## config.mk

```make
export PLATFORM = sky130hd
export DESIGN_NAME = mac_accum16
export DESIGN_NICKNAME = d
export VERILOG_FILES = /design/src/rtl/mac_accum16.sv
export SDC_FILE = /design/constraint.sdc
export NUM_CORES = 1
export LEC_CHECK = 0
export ABC_AREA = 1
export CELL_PAD_IN_SITES_DETAIL_PLACEMENT = 1
export CELL_PAD_IN_SITES_GLOBAL_PLACEMENT = 2
export CORE_UTILIZATION = 30
export DETAILED_ROUTE_END_ITERATION = 7
export GPL_ROUTABILITY_DRIVEN = 0
export PLACE_DENSITY_LB_ADDON = 0.1
export SLEW_MARGIN = 20
export SYNTH_ARGS = -nofsm -noshare
export SYNTH_HDL_FRONTEND = slang
export SYNTH_SLANG_ARGS = --single-unit
```

## constraint.sdc

```tcl
create_clock -name clk -period 2.64 [get_ports clk]
set_clock_uncertainty 0.15 [all_clocks]
set_input_delay 0.528 -clock clk [delete_from_list [all_inputs] [get_ports clk]]
set_output_delay 0.528 -clock clk [all_outputs]
set_load 0.1 [all_outputs]
```

## src/rtl/mac_accum16.sv

```systemverilog
// mac_accum16: unsigned accumulator for 16-bit product beats. Presents the
// completed sum, beat count and sticky overflow on a held, registered result port.
module mac_accum16 #(
  parameter int unsigned ACC_W = 24,
  parameter int unsigned CNT_W = 8
) (
  input  logic             clk,
  input  logic             rst,
  input  logic             in_valid,
  output logic             in_ready,
  input  logic [15:0]      in_prod,
  input  logic             in_last,
  output logic             out_valid,
  input  logic             out_ready,
  output logic [ACC_W-1:0] out_acc,
  output logic [CNT_W-1:0] out_cnt,
  output logic             out_ovf
);

  localparam int unsigned SUM_W = ACC_W + 1;

  localparam logic S_ACC  = 1'b0;
  localparam logic S_HOLD = 1'b1;

  logic             state_q, state_d;
  logic [ACC_W-1:0] acc_q, acc_d;
  logic [CNT_W-1:0] cnt_q, cnt_d;
  logic             ovf_q, ovf_d;
  logic [ACC_W-1:0] out_acc_d;
  logic [CNT_W-1:0] out_cnt_d;
  logic             out_ovf_d;

  logic [SUM_W-1:0] sum_c;
  logic [CNT_W-1:0] cnt_inc_c;
  logic             in_fire_c;

  assign in_ready  = (state_q == S_ACC) || out_ready;
  assign out_valid = (state_q == S_HOLD);
  assign in_fire_c = in_valid && in_ready;

  // Internal acc is always zero while holding, so a beat taken alongside the
  // result naturally starts the next accumulation from 0.
  assign sum_c     = {1'b0, acc_q} + SUM_W'(in_prod);
  assign cnt_inc_c = (&cnt_q) ? cnt_q : cnt_q + CNT_W'(1);

  // Next-state and datapath update
  always_comb begin
    state_d   = state_q;
    acc_d     = acc_q;
    cnt_d     = cnt_q;
    ovf_d     = ovf_q;
    out_acc_d = out_acc;
    out_cnt_d = out_cnt;
    out_ovf_d = out_ovf;

    case (state_q)
      S_ACC:   state_d = S_ACC;
      S_HOLD:  if (out_ready) state_d = S_ACC;
      default: state_d = S_ACC;
    endcase

    if (in_fire_c) begin
      if (in_last) begin
        out_acc_d = sum_c[ACC_W-1:0];
        out_cnt_d = cnt_inc_c;
        out_ovf_d = ovf_q | sum_c[ACC_W];
        acc_d     = '0;
        cnt_d     = '0;
        ovf_d     = 1'b0;
        state_d   = S_HOLD;
      end else begin
        acc_d = sum_c[ACC_W-1:0];
        cnt_d = cnt_inc_c;
        ovf_d = ovf_q | sum_c[ACC_W];
      end
    end
  end

  always_ff @(posedge clk) begin
    if (rst) begin
      state_q <= S_ACC;
      acc_q   <= '0;
      cnt_q   <= '0;
      ovf_q   <= 1'b0;
      out_acc <= '0;
      out_cnt <= '0;
      out_ovf <= 1'b0;
    end else begin
      state_q <= state_d;
      acc_q   <= acc_d;
      cnt_q   <= cnt_d;
      ovf_q   <= ovf_d;
      out_acc <= out_acc_d;
      out_cnt <= out_cnt_d;
      out_ovf <= out_ovf_d;
    end
  end

endmodule
```

==> impl_metrics.csv <==
group,metric,value,unit
sta,finalWorstPathRequiredPeriod,2.40,ns
clock_tree,ctsResizeCount,0,
sta,fmax,416,MHz
yosys,synth.distinct_cells,32,
clock_tree,numClockSinks,67,
worst_setup_path,start_kind,"input pin",
power,p_leak,2.42,nW
yosys,postSynthAreaPerCell,6.54,µm²
sta,fin_crit_sh,0.911,
finish,drive_gt1_frac,0.133,
worst_setup_path,required,2.72,ns
global_route,grtUsageTotal,0.207,
place,placed_area,0.00465,mm²
worst_setup_path,crit_slowest_cell,"clkdlybuf4s50_1",
yosys,syn_inst,590,
routing,drt-pass1-iter-count,4,
run_status,status,"finished clean",
clock_tree,cts_max_level,3,
global_route,grt_pass1_wl,20700,µm
finish,final_common_cell,"nand2_1",
die,die_area,0.0133,mm²
clock_tree,hold_buffers,0,
yosys,yosysSeqAreaShare,0.347,
global_route,grt-ovfl-total,0,
clock_tree,cts_root_buf,"clkbuf_16",
routing,vias,3894,
clock_tree,clkLatencyLatePin,0.34,ns
clock_tree,cts_buffers,9,
worst_setup_path,worstSetupPathType,"input pin to flip-flop",
global_route,antenna_found_initial,0,
yosys,synthFlopType,"dfxtp_1",
sta,grt_setup_unrepaired,"false",
finish,syn2layout_area_growth,29.1,%
finish,nets,702,
yosys,syn-num-nets,629,
power,peakVddDrop,0.318,mV
place,port_buffers,55,
routing,vias_per_cell,4.64,
flow_run,max_cap_violations,0,
clock_tree,cts_setup_buffers,0,
power,p_per_area,606,mW/mm²
die,io_pins,56,
sta,setup_viol_count_final,0,
yosys,synth_edf_count,0,
hold_path,min_path_type,"flip-flop to flip-flop",
die,coreArea,0.0126,mm²
die,die_h,115,µm
routing,drc,0,
hold_path,worst_hold_path.num_cells,2,
worst_setup_path,crit_path_cell_trace,"clkdlybuf4s50_1, ha_1, inv_1, fa_1, nor2_1, o21ai_0, nand3_1, nand2_1, nand2_1, nand2_1, nand3_1, nand2_1",
sta,timing.slew.headroom,0.698,
global_route,grt_start_max_net_pins,33,
die,fp-row-count,41,
die,initial_core_util,0.307,
global_route,grt_pass1_vias,3976,
worst_setup_path,critPathArrivalTime,2.49,ns
finish,diodes,0,
clock_tree,ctsLongestPathBuffers,2,
sta,setup-tns-final,0,ns
yosys,synth_area,0.00386,mm²
worst_setup_path,max_stage_delay,0.46,ns
worst_setup_path,crit_top_cell,"nand2_1",
routing,drt-initial-drc-count,96,
worst_setup_path,cp_max_fo,3,
sta,report.final.slew_viol_count,0,
routing,routed_wl,12800,µm
clock_tree,cts.clk_slew.worst_paths,0.06,ns
finish,final_area,0.00498,mm²
finish,final_cell_mix,"nand2_1 (223), inv_1 (76), dfxtp_1 (67)",
routing,routedWlPerCell,15.2,µm
place,dpl.hpwl,9740,µm
worst_setup_path,r2r_cells,11,
die,die_w,115,µm
sta,tightestPinTransition,0.453,ns
sta,hold_viol,0,
clock_tree,cts_tree,"built",
worst_setup_path,endpoint_kind,"flip-flop",
yosys,ys_ff_latch,67,
yosys,async_reset_ff_frac,0,
routing,ant_nets,0,
yosys,yosys_warnings,0,
registers in the layout (all words and copies together), names as in the netlist:
| signal | flops |
|---|---|
| acc_q | 24 |
| out_acc | 24 |
| cnt_q | 8 |
| out_cnt | 8 |
| out_ovf | 1 |
| out_valid | 1 |
| ovf_q | 1 |
worst max-delay path: cells and delay by family:
kind | cells | cell delay, ns
AO/OA/AOI/OAI | 1 | 0.10
adder cells (fa/ha/maj) | 2 | 0.60
AND/OR/NAND/NOR | 7 | 0.74
buffers and inverters | 2 | 0.52
worst paths after layout:
check | from | to | slack [ns]
worst max-delay path | in_prod[0] | out_acc[16] | 0.24
worst min-delay path | out_acc[10] | out_acc[10] | 0.30
worst max register to register | acc_q[0] | out_acc[16] | 0.56
worst min register to register | out_acc[10] | out_acc[10] | 0.30
metrics by stage:
stage               hold slack [ns]  utilization  cells  worst slack (ns)  total power, W
floorplan                     0.299            -    590           0.00776         0.00147
global placement              0.289        0.370    824           -0.0576         0.00166
detailed placement            0.298        0.370    824            -0.108         0.00166
CTS                           0.309        0.397    839             0.238         0.00306
global route                  0.327        0.397    839            0.0713         0.00315
finish                        0.305        0.397    839             0.236         0.00302
area by class of cell:
cell class / count / area [µm²]
Fill cell: 1617 / 7580
Multi-Input combinational cell: 429 / 2160
Sequential cell: 67 / 1340
Timing Repair Buffer: 78 / 648
Inverter: 78 / 293
Clock buffer: 10 / 229
Tap cell: 172 / 215
Clock inverter: 5 / 103
Yosys cell counts, types with 2 or more instances:
cell / instances / share of area
nor2_2: 6 / 0.0097
nand4_1: 5 / 0.0081
inv_1: 76 / 0.074
buf_4: 2 / 0.0039
nand2_2: 2 / 0.0032
a22o_1: 15 / 0.034
nand3_1: 48 / 0.062
a21oi_1: 37 / 0.048
xor2_1: 10 / 0.023
nor3_1: 4 / 0.0052
nand3b_1: 3 / 0.0058
clkbuf_1: 7 / 0.0068
buf_2: 7 / 0.0091
nor2_1: 35 / 0.034
nand2_1: 224 / 0.22
xnor2_1: 5 / 0.011
o21ai_0: 6 / 0.0078
inv_2: 2 / 0.0019
ha_1: 17 / 0.055
dfxtp_1: 67 / 0.35
logic make-up after synthesis:
family | after synthesis | share of synthesized area
AOI/OAI and AO/OA | 63 | 0.100
and+or+nand+nor | 333 | 0.362
buffers and inverters | 94 | 0.0956
DFF | 67 | 0.347
xor gates and xnor gates | 15 | 0.0340
adders and majority gates | 18 | 0.0603
metal layers:
layer,vias up,share of wire,global-route usage
li1,2009,-,-
met3,14,0.020,0.0303
met4,0,0.019,0.0866
met1,1825,0.48,0.258
met5,-,0,0
met2,46,0.48,0.356
power breakdown:
part	leakage (nW)	internal (W)	total, W	switching, W
sequential	0.544	0.00105	0.00107	0.0000204
combinational	1.72	0.000174	0.000569	0.000395
clock	0.159	0.000916	0.00139	0.000471
Note: power is estimated with default switching activity, not from simulation.
